### src/rtl/bnn_layer_seq_if.sv
// Valid/ready bundle interface for the time-multiplexed binary-weight dense layer.
// The slave side is the layer; the master side is the upstream/downstream buffer pair.
interface bnn_layer_seq_if #(
  parameter int unsigned NUM_INPUTS  = 16,
  parameter int unsigned NUM_NEURONS = 16,
  parameter int unsigned DATA_W      = 16
);
  logic                              in_valid;
  logic                              in_ready;
  logic [NUM_INPUTS*DATA_W-1:0]      in_data;
  logic [NUM_NEURONS*NUM_INPUTS-1:0] weights;
  logic [NUM_NEURONS*DATA_W-1:0]     bias;
  logic [1:0]                        act_mode;
  logic [NUM_NEURONS-1:0]            neuron_en;
  logic                              out_valid;
  logic                              out_ready;
  logic [NUM_NEURONS*DATA_W-1:0]     out_data;

  modport slave (
    input  in_valid, in_data, weights, bias, act_mode, neuron_en, out_ready,
    output in_ready, out_valid, out_data
  );

  modport master (
    output in_valid, in_data, weights, bias, act_mode, neuron_en, out_ready,
    input  in_ready, out_valid, out_data
  );
endinterface

### src/rtl/bnn_layer_seq.sv
// Binary-weight dense layer: NUM_PE neurons accumulate in parallel, one input per cycle,
// followed by saturation, selectable activation and per-neuron masking.
module bnn_layer_seq #(
  parameter int unsigned NUM_INPUTS  = 16,
  parameter int unsigned NUM_NEURONS = 16,
  parameter int unsigned NUM_PE      = 4,
  parameter int unsigned DATA_W      = 16
) (
  input  logic           clk,
  input  logic           rst_n,
  bnn_layer_seq_if.slave bus
);

  localparam int unsigned ACC_W = DATA_W + $clog2(NUM_INPUTS + 1) + 1;
  localparam int unsigned G     = NUM_NEURONS / NUM_PE;
  localparam int unsigned J_W   = $clog2(NUM_INPUTS);
  localparam int unsigned G_W   = (G > 1) ? $clog2(G) : 1;
  localparam int unsigned N_W   = (NUM_NEURONS > 1) ? $clog2(NUM_NEURONS) : 1;

  localparam logic [J_W-1:0] J_LAST = J_W'(NUM_INPUTS - 1);
  localparam logic [G_W-1:0] G_LAST = G_W'(G - 1);

  localparam logic signed [ACC_W-1:0] SAT_MAX = {{(ACC_W-DATA_W+1){1'b0}}, {(DATA_W-1){1'b1}}};
  localparam logic signed [ACC_W-1:0] SAT_MIN = {{(ACC_W-DATA_W+1){1'b1}}, {(DATA_W-1){1'b0}}};

  typedef enum logic [1:0] {IDLE, ACCUM, DONE} state_t;

  state_t state_q, state_d;
  logic   in_ready_q, in_ready_d;
  logic   out_valid_q, out_valid_d;

  logic [J_W-1:0] j_q;
  logic [G_W-1:0] g_q;
  logic           accept_c;
  logic           last_j_c;
  logic           last_c;

  logic [DATA_W-1:0]     x_q [NUM_INPUTS];
  logic [NUM_INPUTS-1:0] w_q [NUM_NEURONS];
  logic [DATA_W-1:0]     b_q [NUM_NEURONS];
  logic [1:0]            mode_q;
  logic [NUM_NEURONS-1:0] en_q;

  logic signed [ACC_W-1:0] acc_q  [NUM_PE];
  logic signed [ACC_W-1:0] base_c [NUM_PE];
  logic signed [ACC_W-1:0] sum_c  [NUM_PE];
  logic [DATA_W-1:0]       y_c    [NUM_PE];
  logic [N_W-1:0]          n_c    [NUM_PE];
  logic signed [ACC_W-1:0] x_ext_c;

  logic [DATA_W-1:0]             out_q [NUM_NEURONS];
  logic [NUM_NEURONS*DATA_W-1:0] out_flat_c;

  // Negation happens at ACC_W, so the most negative input negates exactly.
  function automatic logic signed [ACC_W-1:0] pe_sum(
    input logic signed [ACC_W-1:0] base,
    input logic signed [ACC_W-1:0] xv,
    input logic                    w
  );
    return w ? (base + xv) : (base - xv);
  endfunction

  function automatic logic [DATA_W-1:0] post_proc(
    input logic signed [ACC_W-1:0] s,
    input logic [1:0]              mode,
    input logic                    en
  );
    logic [DATA_W-1:0] sat;
    logic [DATA_W-1:0] act;
    if (s > SAT_MAX)      sat = {1'b0, {(DATA_W-1){1'b1}}};
    else if (s < SAT_MIN) sat = {1'b1, {(DATA_W-1){1'b0}}};
    else                  sat = s[DATA_W-1:0];
    case (mode)
      2'd1:    act = sat[DATA_W-1] ? '0 : sat;
      2'd2:    act = sat[DATA_W-1] ? '1 : DATA_W'(1);
      default: act = sat;
    endcase
    return en ? act : '0;
  endfunction

  assign accept_c = (state_q == IDLE) && bus.in_valid;
  assign last_j_c = (j_q == J_LAST);
  assign last_c   = last_j_c && (g_q == G_LAST);

  always_ff @(posedge clk or negedge rst_n) begin
    if (!rst_n) begin
      state_q     <= IDLE;
      in_ready_q  <= 1'b1;
      out_valid_q <= 1'b0;
    end else begin
      state_q     <= state_d;
      in_ready_q  <= in_ready_d;
      out_valid_q <= out_valid_d;
    end
  end

  // Handshake flags are registered copies of the next-state decode.
  always_comb begin
    state_d = state_q;
    case (state_q)
      IDLE:    if (bus.in_valid)  state_d = ACCUM;
      ACCUM:   if (last_c)        state_d = DONE;
      DONE:    if (bus.out_ready) state_d = IDLE;
      default: state_d = IDLE;
    endcase
    in_ready_d  = (state_d == IDLE);
    out_valid_d = (state_d == DONE);
  end

  always_comb begin
    x_ext_c = {{(ACC_W-DATA_W){x_q[j_q][DATA_W-1]}}, x_q[j_q]};
    for (int p = 0; p < NUM_PE; p++) begin
      n_c[p]    = N_W'(int'(g_q) * int'(NUM_PE) + p);
      base_c[p] = (j_q == '0) ? {{(ACC_W-DATA_W){b_q[n_c[p]][DATA_W-1]}}, b_q[n_c[p]]}
                              : acc_q[p];
      sum_c[p]  = pe_sum(base_c[p], x_ext_c, w_q[n_c[p]][j_q]);
      y_c[p]    = post_proc(sum_c[p], mode_q, en_q[n_c[p]]);
    end
  end

  always_ff @(posedge clk or negedge rst_n) begin
    if (!rst_n) begin
      j_q    <= '0;
      g_q    <= '0;
      mode_q <= '0;
      en_q   <= '0;
      for (int i = 0; i < NUM_INPUTS; i++)  x_q[i] <= '0;
      for (int n = 0; n < NUM_NEURONS; n++) begin
        w_q[n]   <= '0;
        b_q[n]   <= '0;
        out_q[n] <= '0;
      end
      for (int p = 0; p < NUM_PE; p++) acc_q[p] <= '0;
    end else begin
      if (accept_c) begin
        mode_q <= bus.act_mode;
        en_q   <= bus.neuron_en;
        for (int i = 0; i < NUM_INPUTS; i++) x_q[i] <= bus.in_data[i*DATA_W +: DATA_W];
        for (int n = 0; n < NUM_NEURONS; n++) begin
          w_q[n] <= bus.weights[n*NUM_INPUTS +: NUM_INPUTS];
          b_q[n] <= bus.bias[n*DATA_W +: DATA_W];
        end
      end
      if (state_q == ACCUM) begin
        for (int p = 0; p < NUM_PE; p++) acc_q[p] <= sum_c[p];
        // Group finished: commit its neurons and wrap straight into the next group.
        if (last_j_c) begin
          for (int p = 0; p < NUM_PE; p++) out_q[n_c[p]] <= y_c[p];
          j_q <= '0;
          g_q <= (g_q == G_LAST) ? '0 : g_q + G_W'(1);
        end else begin
          j_q <= j_q + J_W'(1);
        end
      end
    end
  end

  always_comb begin
    out_flat_c = '0;
    for (int n = 0; n < NUM_NEURONS; n++) out_flat_c[n*DATA_W +: DATA_W] = out_q[n];
  end

  assign bus.in_ready  = in_ready_q;
  assign bus.out_valid = out_valid_q;
  assign bus.out_data  = out_flat_c;

endmodule

### src/flat_wrapper.sv
// flat-port wrapper written by rule: the top's interface ports become plain ports
module bnn_layer_seq_flat 
#(
  parameter int unsigned NUM_INPUTS  = 16,
  parameter int unsigned NUM_NEURONS = 16,
  parameter int unsigned NUM_PE      = 4,
  parameter int unsigned DATA_W      = 16
)
  (clk, rst_n, bus_in_valid, bus_in_data, bus_weights, bus_bias, bus_act_mode, bus_neuron_en, bus_out_ready, bus_in_ready, bus_out_valid, bus_out_data);
  bnn_layer_seq_if #(.NUM_INPUTS(NUM_INPUTS), .NUM_NEURONS(NUM_NEURONS), .DATA_W(DATA_W)) bus_i ();
  input  logic clk;
  input  logic rst_n;
  input wire logic [$bits(bus_i.in_valid)-1:0] bus_in_valid;
  input wire logic [$bits(bus_i.in_data)-1:0] bus_in_data;
  input wire logic [$bits(bus_i.weights)-1:0] bus_weights;
  input wire logic [$bits(bus_i.bias)-1:0] bus_bias;
  input wire logic [$bits(bus_i.act_mode)-1:0] bus_act_mode;
  input wire logic [$bits(bus_i.neuron_en)-1:0] bus_neuron_en;
  input wire logic [$bits(bus_i.out_ready)-1:0] bus_out_ready;
  output wire logic [$bits(bus_i.in_ready)-1:0] bus_in_ready;
  output wire logic [$bits(bus_i.out_valid)-1:0] bus_out_valid;
  output wire logic [$bits(bus_i.out_data)-1:0] bus_out_data;
  assign bus_i.in_valid = bus_in_valid;
  assign bus_i.in_data = bus_in_data;
  assign bus_i.weights = bus_weights;
  assign bus_i.bias = bus_bias;
  assign bus_i.act_mode = bus_act_mode;
  assign bus_i.neuron_en = bus_neuron_en;
  assign bus_i.out_ready = bus_out_ready;
  assign bus_in_ready = bus_i.in_ready;
  assign bus_out_valid = bus_i.out_valid;
  assign bus_out_data = bus_i.out_data;
  bnn_layer_seq #(.NUM_INPUTS(NUM_INPUTS), .NUM_NEURONS(NUM_NEURONS), .NUM_PE(NUM_PE), .DATA_W(DATA_W)) u_core (.clk(clk), .rst_n(rst_n), .bus(bus_i));
endmodule
### config.mk
export PLATFORM = sky130hd
export DESIGN_NAME = bnn_layer_seq_flat
export DESIGN_NICKNAME = d
export VERILOG_FILES = /design/src/rtl/bnn_layer_seq_if.sv /design/src/rtl/bnn_layer_seq.sv /design/src/flat_wrapper.sv
export SDC_FILE = /design/constraint.sdc
export NUM_CORES = 2
export LEC_CHECK = 0
export BUFFER_PORTS_ARGS = -buffer_cell sky130_fd_sc_hd__buf_2
export CORE_MARGIN = 5
export CORE_UTILIZATION = 33
export CTS_CLUSTER_DIAMETER = 50
export DETAILED_ROUTE_END_ITERATION = 12
export PLACE_DENSITY_LB_ADDON = 0.08
export SLEW_MARGIN = 0
export SYNTH_ARGS = -nofsm -noshare
export SYNTH_HDL_FRONTEND = slang
export SYNTH_SLANG_ARGS = --single-unit
### constraint.sdc
create_clock -name clk -period 7.5 [get_ports clk]
set_input_delay 0.75 -clock clk [delete_from_list [all_inputs] [get_ports clk]]
set_output_delay 0.75 -clock clk [all_outputs]
set_load 0.05 [all_outputs]
## After elaboration in Yosys (flattened, before gate mapping)

Index checks and enable logic that the tools add are counted.
W data, S select, Z words.

| storage, ports and cells | value |
|---|---|
| bits of input ports | 790 |
| output and inout bits | 258 |
| word-level logic and storage cells | 225 |
| register bits | 1,140 |

| operators by class | value |
|---|---|
| mux-type cells | 93 |
| bitwise logic cells | 5 |
| order comparisons | 22 |
| add/sub/neg operators | 13 |
| reductions and logical operators | 10 |
| eq/ne operators | 7 |

Operators with widths:

| kind | number |
|---|---|
| $bwmux W256 | 4 |
| $mux W16 | 38 |
| $bmux W16 S4 | 9 |
| $demux W16 S4 | 4 |
| $mux W22 | 8 |
| $pmux W16 S2 | 4 |
| $add A22 B16 Y22 | 4 |
| $gt A22 B16 Y1 const B | 4 |
| $lt A22 B16 Y1 const B | 4 |
| $sub A22 B16 Y22 | 4 |
| $mux W15 | 4 |
| $bmux W1 S4 | 7 |
| $ge A5 B5 Y1 const B | 5 |
| $lt A4 B5 Y1 const B | 5 |
| $not A4 Y5 | 5 |
| $lt A5 B1 Y1 const B | 4 |
| $add A4 B1 Y4 const B | 2 |
| $add A4 B2 Y4 const B | 2 |
| $eq A2 B2 Y1 const B | 4 |
| $mux W1 | 8 |
| $mux W2 | 4 |
| $logic_and A1 B1 Y1 | 6 |
| $pmux W2 S3 | 1 |
| $eq A2 B1 Y1 const B | 2 |
| 7 further kinds | 8 |

## Logic depth before layout (Yosys ltp)

| depth | value |
|---|---|
| depth in word-level cells | 17 |
| depth in mapped cells | 30 |
| depth with buffers taken out | 24 |

## Worst setup path after synthesis

OpenSTA, ideal clock, no wires.

| timing path | value |
|---|---|
| path kind | flip-flop to flip-flop |
| start | reg u_core.j_q[0] |
| end | reg u_core.out_q, in the netlist u_core.bus.out_data[193] |
| library setup time | 83 ps |
| path buffers | 4 |
| arrival | 6,607 ps |
| stages on the path, launching flop included | 27 |
| data required time | 7,417 ps |
| period minus slack after synthesis | 6,690 ps |
| setup slack | 810 ps |
| path through | dfrtp_1 buf_6 buf_6 mux4_2 a22o_1 a221oi_1 and3_1 clkbuf_1 nand3_1 nor3_1 and2_1 nand2_1 nand2_1 clkbuf_1 o21ai_0 ha_1 a21oi_1 mux2_2 a41o_1 a31o_2 a311oi_1 nand4_1 or3_1 o21ai_0 nor2_2 or4_1 o21ai_0 |

| between the ends | value |
|---|---|
| word-level cells in the longest chain between the ends | 16 |
| elaborated cells between the ends (all ways) | 67 |
| classes of those cells | add/sub: 8; order compare: 8; eq/ne: 1; mux: 47; bitwise: 1; reduce/logical: 2 |

RTL lines:

| what | RTL line | RTL |
|---|---|---|
| start, declared | bnn_layer_seq.sv:32 | `logic [J_W-1:0] j_q;` |
| start signal, assigned | bnn_layer_seq.sv:152 | `j_q <= j_q + J_W'(1);` |
| $not A4 Y5 (implied by the code) | bnn_layer_seq.sv:111 | `x_ext_c = {{(ACC_W-DATA_W){x_q[j_q][DATA_W-1]}}, x_q[j_q]};` |
| $bmux W16 S4 | bnn_layer_seq.sv:111 |  |
| $mux W16 (implied by the code) (2 in series) | bnn_layer_seq.sv:111 |  |
| $sub A22 B16 Y22 / $add A22 B16 Y22 (equally long branches) | bnn_layer_seq.sv:60 | `return w ? (base + xv) : (base - xv);` |
| $mux W22 | bnn_layer_seq.sv:60 |  |
| $lt A22 B16 Y1 | bnn_layer_seq.sv:71 | `else if (s < SAT_MIN) sat = {1'b1, {(DATA_W-1){1'b0}}};` |
| $mux W16 | bnn_layer_seq.sv:71 |  |
| $mux W16 | bnn_layer_seq.sv:70 | `if (s > SAT_MAX) sat = {1'b0, {(DATA_W-1){1'b1}}};` |
| $mux W16 / $mux W15 (equally long branches) | bnn_layer_seq.sv:75, bnn_layer_seq.sv:74 |  |
| $pmux W16 S2 | bnn_layer_seq.sv:73 | `case (mode)` |
| $mux W16 | bnn_layer_seq.sv:78 | `return en ? act : '0;` |
| $bwmux W256 (4 in series) | bnn_layer_seq.sv:148 | `for (int p = 0; p < NUM_PE; p++) out_q[n_c[p]] <= y_c[p];` |
| end signal, assigned by index | bnn_layer_seq.sv:131 | `out_q[n] <= '0;` |
| end, declared | bnn_layer_seq.sv:51 | `logic [DATA_W-1:0] out_q [NUM_NEURONS];` |

Several ways; a longest one is shown, not always the timed one. The select of a mux whose other input is x is not followed.
A chain may end at the register's enable or synchronous reset.

## Worst setup path after layout

| timing path | value |
|---|---|
| start | reg u_core.g_q[0] |
| end | reg u_core.out_q, in the netlist u_core.bus.out_data[193] |

| between the ends | value |
|---|---|
| word-level cells in the longest chain between the ends | 17 |
| elaborated cells between the ends (all ways) | 119 |
| classes of those cells | add/sub: 11; order compare: 16; mux: 84; bitwise: 4; reduce/logical: 4 |

RTL lines:

| what | RTL line | RTL |
|---|---|---|
| start, declared | bnn_layer_seq.sv:33 | `logic [G_W-1:0] g_q;` |
| start signal, assigned | bnn_layer_seq.sv:150 | `g_q <= (g_q == G_LAST) ? '0 : g_q + G_W'(1);` |
| $add A4 B1 Y4 / $not A4 Y5 (equally long branches) | n/a |  |
| $not A4 Y5 (implied by the code) (tied with other cells) | bnn_layer_seq.sv:114, bnn_layer_seq.sv:116, bnn_layer_seq.sv:148 |  |
| $bmux W16 S4 (tied with other cells) | bnn_layer_seq.sv:114 | `base_c[p] = (j_q == '0) ? {{(ACC_W-DATA_W){b_q[n_c[p]][DATA_W-1]}}, b_q[n_c[p]]}` |
| $mux W16 (on tied branches) | bnn_layer_seq.sv:114, bnn_layer_seq.sv:116 |  |
| $mux W16 (implied by the code) (tied with other cells) | bnn_layer_seq.sv:114 |  |
| $mux W22 (tied with other cells) | bnn_layer_seq.sv:114 |  |
| $sub A22 B16 Y22 (tied with other cells) | bnn_layer_seq.sv:60 |  |
| $mux W22 / $lt A22 B16 Y1 (equally long branches) | bnn_layer_seq.sv:60, bnn_layer_seq.sv:71 |  |
| $lt A22 B16 Y1 / $mux W16 (equally long branches) | bnn_layer_seq.sv:71 |  |
| $mux W16 (on tied branches) | bnn_layer_seq.sv:71, bnn_layer_seq.sv:70 |  |
| $mux W16 (tied with other cells) | bnn_layer_seq.sv:70 |  |
| $mux W16 (tied with other cells) | bnn_layer_seq.sv:75 | `2'd2: act = sat[DATA_W-1] ? '1 : DATA_W'(1);` |
| $pmux W16 S2 / $mux W16 (equally long branches) | bnn_layer_seq.sv:73, bnn_layer_seq.sv:78 |  |
| $mux W16 / $bwmux W256 (equally long branches) | bnn_layer_seq.sv:78, bnn_layer_seq.sv:148 |  |
| $bwmux W256 (2 in series) | bnn_layer_seq.sv:148 |  |
| $bwmux W256 * | bnn_layer_seq.sv:148 |  |

Every way passes the cells marked *; elsewhere a longest branch is shown, timed or not. The select of a mux whose other input is x is not followed.

==> reports/qor.txt <==
DRC errors left -> 0
Standard-cell rows -> 150
CTS max path bufs -> 3
Most used DFF post-synth -> dfrtp_1
First-pass GRT wire length -> 303,000 µm
Routed wl met2 -> 110,000 µm
Clock latency on the worst-skew pair -> 800 ps
Post-synthesis simple-gate area fraction -> 0.0726
Area of the multi-input gates -> 0.0258 mm²
GRT Util Overall -> 0.236
Inst Count DP -> 7,502
Period utilization -> 0.949
Final-stage net count -> 6,365
Worst slew pin tran -> 1160 ps
Max Used Layer -> met5
#FFs+latches synth -> 1,140
Final min period -> 7120 ps
ANT nets after route -> 0
Routed wire length -> 212,000 µm
Distinct cells, synth -> 89
Seq/Total Area, Yosys -> 0.516
Multiplexer share of the synthesized area -> 0.269
Ports -> 1,048
Final WS setup -> 380 ps
Post-route cell area -> 0.0699 mm²
Largest net degree at the start of global routing -> 169
Clk_skew -> 22.4 ps
Post-synthesis compound-gate area fraction -> 0.0811
Root buf cell -> clkbuf_16
XOR/XNOR Fraction of Synth Area -> 0.0173
Wire length on met3 -> 13,000 µm
DR iter-0 viols -> 2,417
Max-Cap Viols -> 0
Worst-path maximum fanout -> 27
Fillers -> 16,100
WP data arrival -> 7830 ps
Post-DP Area -> 0.0637 mm²
Fin cells -> 7,881
Synth warnings -> 0
Avg WL per Cell -> 26.9 µm
Layout cells sized above 1 -> 0.478
Mapped Nets -> 5,256
Area growth syn-to-layout -> 26.3%
Hold crit path type -> in2reg
Vias -> 40,600
Post-Synth Adder-Cell Area -> 0.0225
Register area -> 0.0285 mm²
PortBufs -> 1,047
Status -> finished, final reports clean
Crit. End Element -> flip-flop
Total gr overflow -> 0
H-tree levels -> 4
Avg Inst Size Synth -> 12.7 µm²
Vias in the first global route -> 42,300
Post-Syn Area -> 0.0553 mm²
CTS Buf Count -> 166
Gp weighted congestion -> 0.869
Critical path class -> reg2reg
Pre-antenna DRT Iters -> 5
Post-synthesis cell count -> 4,369
Largest family of logic cells by synthesized area -> multiplexers
TritonCTS Sinks -> 1,140
Hold Violations, Final -> 0
Via density -> 5.15
Initial Util -> 0.331
EDFF count, synth -> 0
Worst slack, placed -> -146 ps
Antenna violations before repair -> 168
Clk slew on worst S/H paths -> 60 ps
Max Slew Vio Count -> 0
Die Span Y -> 419 µm
Final setup fails -> 0
Die area -> 0.176 mm²
Max Clk Rate -> 140 MHz
Slew HR -> 0.223
RSZ-0062 raised after global routing -> no
HPWL after DPL -> 163,000 µm
Die X -> 419 µm
M1 WL -> 81,400 µm
Post-synth ARST share -> 1.00
Req. time, crit path -> 8210 ps
Core area -> 0.167 mm²
Fin Hold WS -> 176 ps
CTS tree -> done
Startpoint types -> flip-flop
## placed cells by master, fill, tap and decap left out, drive strengths merged, types with 65 or more instances in the layout
cell    netlist  final
a21oi       105    105
buf          63   1204
clkbuf      201    220
dfrtp      1139   1139
ha           93     93
mux2        922    922
mux4        192    192
nand2       560    560
nor2        204    204
o21ai       210    210
xnor2        65     65
## registers in the layout, summed over array words and instances (netlist names)
name and count:
u_core.en_q 16, u_core.x_q 256, u_core.bus.out_data 256, u_core.bus.in_ready 1, u_core.g_q 2, u_core.mode_q 2
u_core.j_q 4, u_core.bus.out_valid 1, u_core.b_q 256, u_core.w_q 256, u_core.state_q 2, u_core.acc_q 88
## cell usage after synthesis (all sizes together) (28+ instances only)
cell / number / area share
a211oi: 28 / 0.0040
clkbuf: 201 / 0.014
inv: 30 / 0.0020
xnor2: 65 / 0.010
a21oi: 105 / 0.0096
nor2: 204 / 0.014
o21ai: 210 / 0.019
a311oi: 57 / 0.0090
dfrtp: 1139 / 0.52
ha: 93 / 0.021
nand2: 560 / 0.038
a21o: 40 / 0.0054
mux2: 922 / 0.19
xor2: 44 / 0.0070
mux4: 192 / 0.078
buf: 63 / 0.0062
## timing repair
item | 4_1_cts | 5_1_grt
setup endpoints to repair | 40 | 198
pin swaps | 0 | 1
resized for setup | 1 | 38
hold endpoints to repair | 14 | 0
hold buffers | 1 | 0
buffers inserted | 0 | 11
## metrics by stage
step                utilization  TNS [ps]
CTS                       0.416         0
global placement          0.382     -2830
finish                    0.419         0
floorplan                     -         0
detailed placement        0.382     -1770
global route              0.418         0
## metal layers
layer,GRT usage,vias to the layer above
met5,0,-
met4,0.0796,92
met3,0.0635,430
met2,0.424,1150
met1,0.272,20600
li1,-,18300
## path summary, 6_finish.rpt
check / from / to / slack [ps] / cells past startpoint
max: u_core.g_q[0] / u_core.bus.out_data[193] / 380 / 19
min: bus_act_mode[0] / u_core.mode_q[0] / 180 / 3
max reg2reg: u_core.g_q[0] / u_core.bus.out_data[193] / 380 / 19
min reg2reg: u_core.bus.out_data[48] / u_core.bus.out_data[48] / 470 / 2
max in group asynchronous: rst_n / u_core.bus.out_data[182] / 4950 / 4
min in group asynchronous: rst_n / u_core.b_q[198] / 520 / 2
## final cells by class
class / count / share of cell area
diodes: 63 / 0.00226
clock buffers: 220 / 0.0669
clock inverters: 84 / 0.0147
inverters: 34 / 0.00188
multi-input cells: 2931 / 0.369
flip-flops and latches: 1140 / 0.409
well taps: 2204 / 0.0395
repair buffers: 1205 / 0.0968
## kinds of logic after synthesis
family                   after synthesis
flip-flops                          1140
multiplexers                        1128
buffers and inverters                298
AND/OR/NAND/NOR                      942
XOR/XNOR                             109
adder cells (fa/ha/maj)               97
AO/OA/AOI/OAI                        655
## critical path: stages (launching register included)
cell	delay [ps]
dfrtp_4	720
buf_4	300
mux4_2	560
mux2i_1	270
o22ai_1	130
o41a_1	520
buf_12	200
o21ai_0	540
ha_1	300
o211ai_1	140
o211ai_1	490
nand2_1	310
o21ai_0	380
a211oi_1	170
xnor2_1	200
or3_1	400
nand2_2	170
mux2_4	390
or4_1	590
o21ai_0	180
Power is not shown: default switching activity piles up to over one toggle a cycle in this logic, so the estimate is an artifact.
